### src/rtl/boot_load_ctrl_if.sv
// UART-side strobes and instruction-memory / core-control bundle
// for the boot loader sequencer.
interface boot_load_ctrl_if #(
  parameter int ADDR_WIDTH = 14
);
  logic [7:0]            rx_data;
  logic                  rx_valid;
  logic                  reload;
  logic                  imem_we;
  logic [ADDR_WIDTH-1:0] imem_addr;
  logic [31:0]           imem_wdata;
  logic                  cpu_rst_n;
  logic [3:0]            led;
  logic [ADDR_WIDTH:0]   word_count;

  modport master (
    output rx_data, rx_valid, reload,
    input  imem_we, imem_addr, imem_wdata,
    input  cpu_rst_n, led, word_count
  );

  modport slave (
    input  rx_data, rx_valid, reload,
    output imem_we, imem_addr, imem_wdata,
    output cpu_rst_n, led, word_count
  );
endinterface

### src/rtl/boot_load_ctrl.sv
// Boot loader: length-prefixed UART image -> imem, then core release.
// Optional trailing XOR checksum byte: define BOOT_LOAD_CHECKSUM_EN.
module boot_load_ctrl #(
  parameter int ADDR_WIDTH = 14
) (
  input logic             CLK,
  input logic             RST_N,
  boot_load_ctrl_if.slave bus
);

  typedef enum logic [2:0] {
    ST_HDR  = 3'd0,
    ST_LOAD = 3'd1,
`ifdef BOOT_LOAD_CHECKSUM_EN
    ST_CHK  = 3'd2,
`endif
    ST_RUN  = 3'd3,
    ST_ERR  = 3'd4
  } state_t;

  localparam logic [32:0] CAP = 33'd1 << ADDR_WIDTH;

`ifdef BOOT_LOAD_CHECKSUM_EN
  localparam state_t ST_DONE = ST_CHK;
`else
  localparam state_t ST_DONE = ST_RUN;
`endif

  state_t                r_state;
  logic [1:0]            r_bcnt;
  logic [23:0]           r_asm;
  logic [31:0]           r_n;
  logic [ADDR_WIDTH-1:0] r_idx;
  logic [ADDR_WIDTH:0]   r_wc;
  logic                  r_we;
  logic [ADDR_WIDTH-1:0] r_addr;
  logic [31:0]           r_wdata;
  logic                  r_cpu_rst_n;
  logic [3:0]            r_led;

  state_t                w_state_nxt;
  logic [1:0]            w_bcnt_nxt;
  logic [23:0]           w_asm_nxt;
  logic [31:0]           w_n_nxt;
  logic [ADDR_WIDTH-1:0] w_idx_nxt;
  logic [ADDR_WIDTH:0]   w_wc_nxt;
  logic                  w_we_nxt;
  logic [ADDR_WIDTH-1:0] w_addr_nxt;
  logic [31:0]           w_wdata_nxt;
  logic                  w_cpu_nxt;
  logic [3:0]            w_led_nxt;

  logic [31:0]           w_word;
  logic [ADDR_WIDTH:0]   w_wc_inc;
  logic                  w_last;

`ifdef BOOT_LOAD_CHECKSUM_EN
  logic [7:0]            r_xor;
  logic [7:0]            w_xor_nxt;
`endif

  assign w_word   = {r_asm, bus.rx_data};
  assign w_wc_inc = r_wc + 1'b1;
  assign w_last   = (32'(w_wc_inc) == r_n);

  // State register
  always_ff @(posedge CLK or negedge RST_N) begin
    if (!RST_N) r_state <= ST_HDR;
    else        r_state <= w_state_nxt;
  end

  // Next-state, byte assembly and write-port computation
  always_comb begin
    w_state_nxt = r_state;
    w_bcnt_nxt  = r_bcnt;
    w_asm_nxt   = r_asm;
    w_n_nxt     = r_n;
    w_idx_nxt   = r_idx;
    w_wc_nxt    = r_wc;
    w_we_nxt    = 1'b0;
    w_addr_nxt  = r_addr;
    w_wdata_nxt = r_wdata;
`ifdef BOOT_LOAD_CHECKSUM_EN
    w_xor_nxt   = r_xor;
`endif
    if (bus.reload) begin
      w_state_nxt = ST_HDR;
      w_bcnt_nxt  = 2'd0;
      w_idx_nxt   = '0;
      w_wc_nxt    = '0;
      w_addr_nxt  = '0;
`ifdef BOOT_LOAD_CHECKSUM_EN
      w_xor_nxt   = 8'd0;
`endif
    end else begin
      unique case (r_state)
        ST_HDR: begin
          if (bus.rx_valid) begin
            w_asm_nxt  = w_word[23:0];
            w_bcnt_nxt = r_bcnt + 2'd1;
            if (r_bcnt == 2'd3) begin
              w_n_nxt = w_word;
              if (w_word == 32'd0)
                w_state_nxt = ST_DONE;
              else if ({1'b0, w_word} > CAP)
                w_state_nxt = ST_ERR;
              else
                w_state_nxt = ST_LOAD;
            end
          end
        end
        ST_LOAD: begin
          if (bus.rx_valid) begin
            w_asm_nxt  = w_word[23:0];
            w_bcnt_nxt = r_bcnt + 2'd1;
`ifdef BOOT_LOAD_CHECKSUM_EN
            w_xor_nxt  = r_xor ^ bus.rx_data;
`endif
            if (r_bcnt == 2'd3) begin
              w_we_nxt    = 1'b1;
              w_addr_nxt  = r_idx;
              w_wdata_nxt = w_word;
              w_idx_nxt   = r_idx + 1'b1;
              w_wc_nxt    = w_wc_inc;
              if (w_last) w_state_nxt = ST_DONE;
            end
          end
        end
`ifdef BOOT_LOAD_CHECKSUM_EN
        ST_CHK: begin
          if (bus.rx_valid) begin
            w_bcnt_nxt  = r_bcnt + 2'd1;
            w_state_nxt = (bus.rx_data == r_xor) ? ST_RUN : ST_ERR;
          end
        end
`endif
        default: ;
      endcase
    end
    w_cpu_nxt = !bus.reload && (r_state == ST_RUN);
    unique case (w_state_nxt)
      ST_HDR:  w_led_nxt = 4'b0001;
      ST_LOAD: w_led_nxt = 4'b0010;
`ifdef BOOT_LOAD_CHECKSUM_EN
      ST_CHK:  w_led_nxt = 4'b0100;
`endif
      ST_RUN:  w_led_nxt = 4'b1000;
      default: w_led_nxt = 4'b1111;
    endcase
  end

  // Datapath and output registers
  always_ff @(posedge CLK or negedge RST_N) begin
    if (!RST_N) begin
      r_bcnt      <= 2'd0;
      r_asm       <= '0;
      r_n         <= '0;
      r_idx       <= '0;
      r_wc        <= '0;
      r_we        <= 1'b0;
      r_addr      <= '0;
      r_wdata     <= '0;
      r_cpu_rst_n <= 1'b0;
      r_led       <= 4'b0001;
    end else begin
      r_bcnt      <= w_bcnt_nxt;
      r_asm       <= w_asm_nxt;
      r_n         <= w_n_nxt;
      r_idx       <= w_idx_nxt;
      r_wc        <= w_wc_nxt;
      r_we        <= w_we_nxt;
      r_addr      <= w_addr_nxt;
      r_wdata     <= w_wdata_nxt;
      r_cpu_rst_n <= w_cpu_nxt;
      r_led       <= w_led_nxt;
    end
  end

`ifdef BOOT_LOAD_CHECKSUM_EN
  // Running XOR over payload bytes
  always_ff @(posedge CLK or negedge RST_N) begin
    if (!RST_N) r_xor <= 8'd0;
    else        r_xor <= w_xor_nxt;
  end
`endif

  assign bus.imem_we    = r_we;
  assign bus.imem_addr  = r_addr;
  assign bus.imem_wdata = r_wdata;
  assign bus.cpu_rst_n  = r_cpu_rst_n;
  assign bus.led        = r_led;
  assign bus.word_count = r_wc;

endmodule

### src/flat_wrapper.sv
// flat-port wrapper written by rule: the top's interface ports become plain ports
module boot_load_ctrl_flat 
#(
  parameter int ADDR_WIDTH = 14
)
  (CLK, RST_N, bus_rx_data, bus_rx_valid, bus_reload, bus_imem_we, bus_imem_addr, bus_imem_wdata, bus_cpu_rst_n, bus_led, bus_word_count);
  boot_load_ctrl_if #(.ADDR_WIDTH(ADDR_WIDTH)) bus_i ();
  input logic CLK;
  input logic RST_N;
  input wire logic [$bits(bus_i.rx_data)-1:0] bus_rx_data;
  input wire logic [$bits(bus_i.rx_valid)-1:0] bus_rx_valid;
  input wire logic [$bits(bus_i.reload)-1:0] bus_reload;
  output wire logic [$bits(bus_i.imem_we)-1:0] bus_imem_we;
  output wire logic [$bits(bus_i.imem_addr)-1:0] bus_imem_addr;
  output wire logic [$bits(bus_i.imem_wdata)-1:0] bus_imem_wdata;
  output wire logic [$bits(bus_i.cpu_rst_n)-1:0] bus_cpu_rst_n;
  output wire logic [$bits(bus_i.led)-1:0] bus_led;
  output wire logic [$bits(bus_i.word_count)-1:0] bus_word_count;
  assign bus_i.rx_data = bus_rx_data;
  assign bus_i.rx_valid = bus_rx_valid;
  assign bus_i.reload = bus_reload;
  assign bus_imem_we = bus_i.imem_we;
  assign bus_imem_addr = bus_i.imem_addr;
  assign bus_imem_wdata = bus_i.imem_wdata;
  assign bus_cpu_rst_n = bus_i.cpu_rst_n;
  assign bus_led = bus_i.led;
  assign bus_word_count = bus_i.word_count;
  boot_load_ctrl #(.ADDR_WIDTH(ADDR_WIDTH)) u_core (.CLK(CLK), .RST_N(RST_N), .bus(bus_i));
endmodule
### config.mk
export PLATFORM = sky130hd
export DESIGN_NAME = boot_load_ctrl_flat
export DESIGN_NICKNAME = d
export VERILOG_FILES = /design/src/rtl/boot_load_ctrl_if.sv /design/src/rtl/boot_load_ctrl.sv /design/src/flat_wrapper.sv
export SDC_FILE = /design/constraint.sdc
export NUM_CORES = 1
export LEC_CHECK = 0
export ABC_CLOCK_PERIOD_IN_PS = 2580
export BUFFER_PORTS_ARGS = -buffer_cell sky130_fd_sc_hd__buf_2
export CAP_MARGIN = 15
export CORE_ASPECT_RATIO = 2
export CORE_UTILIZATION = 48
export DETAILED_ROUTE_END_ITERATION = 8
export GPL_TIMING_DRIVEN = 0
export PLACE_DENSITY = 0.69
export SLEW_MARGIN = 0
export SYNTH_ARGS = -nofsm -noshare
export SYNTH_HDL_FRONTEND = slang
export SYNTH_SLANG_ARGS = --single-unit
### constraint.sdc
create_clock -name CLK -period 2.58 [get_ports CLK]
set_input_delay 0.129 -clock CLK [delete_from_list [all_inputs] [get_ports CLK]]
set_output_delay 0.129 -clock CLK [all_outputs]
set_load 0.05 [all_outputs]
Word level (Yosys, flattened, before mapping)
Index checks and enable logic that the tools add are counted.
- equality and inequality tests: 6
- $lt $le $gt $ge: 1
- add/subtract/negate cells: 3
- bitwise logic cells: 1
- reduce and logical (&&, ||, !) cells: 15
- muxes and demuxes: 29
- operators with widths (kind ; number):
    two-way mux 14 bit ; 8
    two-way mux 15 bit ; 4
    equality test 15 x 32 -> 1 bit ; 1
    > comparator 32 x 15 -> 1 bit (second input constant) ; 1
    logical NOT 32 bit ; 1
    two-way mux 3 bit ; 8
    adder 15 x 1 -> 15 bit (second input constant) ; 1
    adder 14 x 1 -> 14 bit (second input constant) ; 1
    case mux 4 bit (3 select lines) ; 1
    AND reduction 4 bit ; 2
    nonzero test 2 bit ; 4
    equality test 3 x 1 -> 1 bit (second input constant) ; 2
    equality test 3 x 2 -> 1 bit (second input constant) ; 2
    logical NOT 3 bit ; 2
    two-way mux 2 bit ; 3
    case mux 3 bit (2 select lines) ; 1
    AND reduction 3 bit ; 2
    two-way mux 1 bit ; 4
    adder 2 x 1 -> 2 bit (second input constant) ; 1
    equality test 2 bit (second input constant) ; 1
    AND reduction 2 bit ; 1
    OR reduction 2 bit ; 1
    logical AND 1 bit ; 1
    logical NOT 1 bit ; 1
    inverter 1 bit ; 1
- word-level logic and storage cells: 66
- output and inout bits: 67
- input port bits: 12
- register bits after elaboration: 142

Logic depth before layout (Yosys ltp)
- depth after elaboration: 9
- depth in mapped cells: 9
- mapped depth without buffers: 8

Worst setup path after synthesis
Ideal clock, no wire load.
- kind: reg-to-reg
- start point: register u_core.r_wc[3] (netlist: u_core.bus.word_count[3])
- end point: register u_core.r_led[1] (netlist: u_core.bus.led[1])
- period minus slack after synthesis: 2.480 ns
- setup slack: 0.100 ns
- library setup time: 0.136 ns
- arrival time: 2.344 ns
- stages on the path, launching flop included: 8
- path buffers: 1
- cells stage by stage: dfrtp_1 > buf_4 > nand4_2 > or4_4 > and3b_4 > nor4_4 > a41oi_2 > mux2i_1
- longest elaborated chain between the ends: 9
- elaborated cells on any way between the ends: 11
- RTL lines (item ; RTL line ; source):
    from (decl) ; boot_load_ctrl.sv:34 ; logic [ADDR_WIDTH:0] r_wc;
    from (signal assigned) ; boot_load_ctrl.sv:170 ; r_wc <= w_wc_nxt;
    adder 15 x 1 -> 15 bit (*) ; boot_load_ctrl.sv:63 ; assign w_wc_inc = r_wc + 1'b1;
    equality test 15 x 32 -> 1 bit (*) ; boot_load_ctrl.sv:64 ; assign w_last = (32'(w_wc_inc) == r_n);
    two-way mux 3 bit (*) ; boot_load_ctrl.sv:125 ; if (w_last) w_state_nxt = ST_DONE;
    two-way mux 3 bit (*) ; boot_load_ctrl.sv:119 ; if (r_bcnt == 2'd3) begin
    two-way mux 3 bit (*) ; boot_load_ctrl.sv:113 ; if (bus.rx_valid) begin
    case mux 3 bit (2 select lines) (*) ; boot_load_ctrl.sv:96 ; unique case (r_state)
    two-way mux 3 bit (*) ; boot_load_ctrl.sv:86 ; if (bus.reload) begin
    equality test 3 x 2 -> 1 bit (tied with other cells) ; boot_load_ctrl.sv:141 ; unique case (w_state_nxt)
    case mux 4 bit (3 select lines) (*) ; boot_load_ctrl.sv:141 ;
    via u_core.w_led_nxt[1] ; boot_load_ctrl.sv:51 ; logic [3:0] w_led_nxt;
    to (signal assigned) ; boot_load_ctrl.sv:175 ; r_led <= w_led_nxt;
    to (decl) ; boot_load_ctrl.sv:39 ; logic [3:0] r_led;
Mark *: on every way through the listed nets, which the timed path passes. The rest lies on a longest branch.
A chain may end at the register's enable or synchronous reset.

Final worst setup path
- start point: register u_core.r_wc[0] (netlist: u_core.bus.word_count[0])
- end point: register u_core.r_led[1] (netlist: u_core.bus.led[1])
The elaborated chain is that of the path after synthesis.

==> run_results.csv <==
group,metric,value,unit
worst_hold_path,holdCritStartpoint,"bus_rx_data[4]",
sta,max_slew.worst_pin.slew,0.546,ns
worst_hold_path,hold_end,"u_core.bus.imem_wdata[4]",
sta,hold_violations,0,
grt,grtUsageMet1,23.5,%
sta,post-route-min-period,2.41,ns
floorplanning,rows,58,
power_and_ir_drop,p_per_area,738,nW/um^2
logic_synthesis,syn_area,6310,sq um
floorplanning,core-area,12700,sq um
worst_hold_path,hold_class,"in2reg",
worst_setup_path,crit_type,"reg2reg",
clock_tree,h-tree-depth,4,
clock_tree,cts_tree,"built",
final_layout,final_cell_mix,"nand2_1, dfrtp_1, buf_2, mux2_2, nor2_1",
run_status,status,"finished with violations",
clock_tree,cts_buffers,17,
detailed_routing,drt-total-wl,15.0,mm
final_layout,drive_gt1_share,26.7,%
grt,grt.busiest_layer,"met2",
logic_synthesis,yosys_warnings,0,
logic_synthesis,synth_cells,601,
detailed_routing,dr.pass1.iters,6,
floorplanning,die_area,13600,sq um
sta,slew_violations,0,
final_layout,antenna_cells,0,
logic_synthesis,ys_seq_elements,142,
sta,period_share,93.4,%
clock_tree,clock_latency,0.42,ns
placed_design,place_congestion,0.890,
sta,hold_slack,0.00972,ns
worst_setup_path,reg2reg_depth,7,
worst_hold_path,hold_depth,3,
detailed_routing,remaining_drc_errors,2,
logic_synthesis,seq_area_frac_synth,56.3,%
run,maxCapViolCount,0,
grt,grt_pass1_wl,24.6,mm
sta,tns,0,ns
worst_setup_path,required,2.87,ns
floorplanning,initial_utilization,49.7,%
worst_setup_path,worstPathMaxFanout,7,
placed_design,io_buffers,78,
final_layout,final_util,60.0,%
worst_setup_path,r2r_slack,0.17,ns
sta,maxSlewHeadroom,63.6,%
grt,use_met2,44.2,%
detailed_routing,viasPerCell,5.49,
sta,fmax,415,MHz
final_layout,final_common_cell,"nand2_1",
grt,grtUsageMet3,4.87,%
logic_synthesis,synth_fp_nets,616,
run_status,violations,"DRC",
detailed_routing,via_count,4773,
sta,finalSetupViolCount,0,
detailed_routing,routedWlPerCell,17.3,microns
worst_setup_path,r2r_end,"u_core.bus.led[1]",
floorplanning,die_w,83.1,microns
power_and_ir_drop,p_leak,3.75,nW
sta,rsz0062_at_grt,"no",
clock_tree,clkTransAtPathRegs,0.07,ns
detailed_routing,antenna_left,0,
worst_setup_path,endpoint_kind,"flop",
grt,grt_max_degree,102,
logic_synthesis,synthFlopType,"dfrtp_1",
worst_setup_path,arrival,2.70,ns
grt,grt_pass1_vias,4921,
clock_tree,root_buffer,"clkbuf_16",
logic_synthesis,synth.avg_cell_area,10.5,sq um
grt,antenna_found_initial,0,
logic_synthesis,synth_edf_count,0,
logic_synthesis,ys_async_sr_fraction,100,%
power_and_ir_drop,peakVddDrop,0.000611,V
final_layout,area_growth,20.8,%
grt,overflow,0,
worst_setup_path,rr_startpoint,"u_core.bus.word_count[0]",
detailed_routing,drt_iter0_drc,253,
sta,skew,0.00827,ns
worst_setup_path,start_kind,"flop",
final_layout,fin_area,7620,sq um
floorplanning,ioPinCount,79,
clock_tree,post_cts_buffers,0,
grt,grt_usage,23.3,%
placed_design,hpwl,10.9,mm
placed_design,place_area,6920,sq um
floorplanning,fp.dieH,164,microns
final_layout,fin_nets,722,
logic_synthesis,yosysUniqueCellTypes,45,
clock_tree,ctsLongestPathBuffers,2,
clock_tree,cts.sinks,142,
## sequential cells by signal, indices dropped and copies added (netlist names)
signal and cells:
u_core.r_asm 24, u_core.bus.imem_we 1, u_core.bus.imem_addr 14, u_core.bus.word_count 15, u_core.bus.led 4, u_core.r_idx 14
u_core.r_state 3, u_core.r_n 32, u_core.r_bcnt 2, u_core.bus.cpu_rst_n 1, u_core.bus.imem_wdata 32
## per-layer routing
| metal | part of all wire, % | wire, microns |
|---|---|---|
| met5 | 0 | 0 |
| met4 | 4.5 | 678 |
| met3 | 3.5 | 520 |
| met2 | 56 | 8440 |
| met1 | 36 | 5380 |
## how the worst max path moves through the flow
stage / startpoint / end / slack, ns
floorplan: u_core.bus.word_count[3] / u_core.bus.led[1] / 0.10
global placement: RST_N / u_core.bus.imem_wdata[24] / -0.47
detailed placement: u_core.r_state[2] / u_core.bus.imem_wdata[24] / 0.06
CTS: u_core.r_state[2] / u_core.bus.imem_wdata[4] / 0.05
global route: u_core.bus.word_count[0] / u_core.bus.led[1] / 0.05
finish: u_core.bus.word_count[0] / u_core.bus.led[1] / 0.17
## synthesized netlist by cell type (all sizes together) (2+ instances only)
library cell,count,area (sq um)
or3,7,43.8
mux2i,2,20.0
a311oi,2,17.5
a31oi,3,18.8
nor2,41,154
o21ai,11,55.1
nand4,14,100
and4,3,26.3
nor3,10,50.1
nand3,12,60.1
and2,2,12.5
xnor2,20,175
mux2,57,642
a21oi,29,145
nor3b,4,30.0
dfrtp,141,3530
or4,2,18.8
xor2,20,175
clkbuf,20,75.1
nor4,13,96.3
and3,4,25.0
ha,3,37.5
buf,9,51.3
inv,10,37.5
nand2,146,548
a2111oi,2,17.5
## logic make-up after synthesis
kind of cell	share of synthesized area, %
and+or+nand+nor	19.1
adders and majority gates	0.595
buffers and inverters	2.60
xor gates and xnor gates	5.55
AOI/OAI and AO/OA	5.36
muxes	10.5
DFF	56.3
## per-stage QoR
| stage | setup slack (ns) | std cells | power (mW) |
|---|---|---|---|
| CTS | 0.0458 | 871 | 5.65 |
| detailed placement | 0.0637 | 830 | 3.24 |
| finish | 0.170 | 870 | 5.63 |
| global placement | -0.466 | 829 | 3.19 |
| floorplan | 0.100 | 601 | 2.99 |
| global route | 0.0535 | 870 | 5.83 |
## report_power, final
group          internal (mW)  total, mW  leakage (nW)  switching (mW)
Sequential              2.44       2.67          1.91           0.236
Clock                   1.30       2.41         0.286            1.11
Combinational          0.283      0.537          1.55           0.254
## cell type report
type | count | area [sq um]
fillers | 1093 | 5080
repair buffers | 88 | 514
inverters | 10 | 37.5
well taps | 150 | 188
multi-input cells | 420 | 2610
plain buffers | 28 | 129
clock buffers | 17 | 425
flip-flops and latches | 142 | 3560
clock inverters | 15 | 163
## critical path, cell delays in order (launching register included)
cell     delay (ns)
dfrtp_1        0.39
buf_4          0.18
nand4_2        0.19
or4_4          0.60
and3b_4        0.21
nor4_4         0.31
a41oi_2        0.23
mux2i_1        0.17
## repair_timing
item                                    CTS  global route
endpoints found under the hold margin    49             0
endpoints found under the setup margin    0            57
hold buffers                              9             0
gates resized for setup                   0            15
Note: power is estimated with default switching activity, not from simulation.
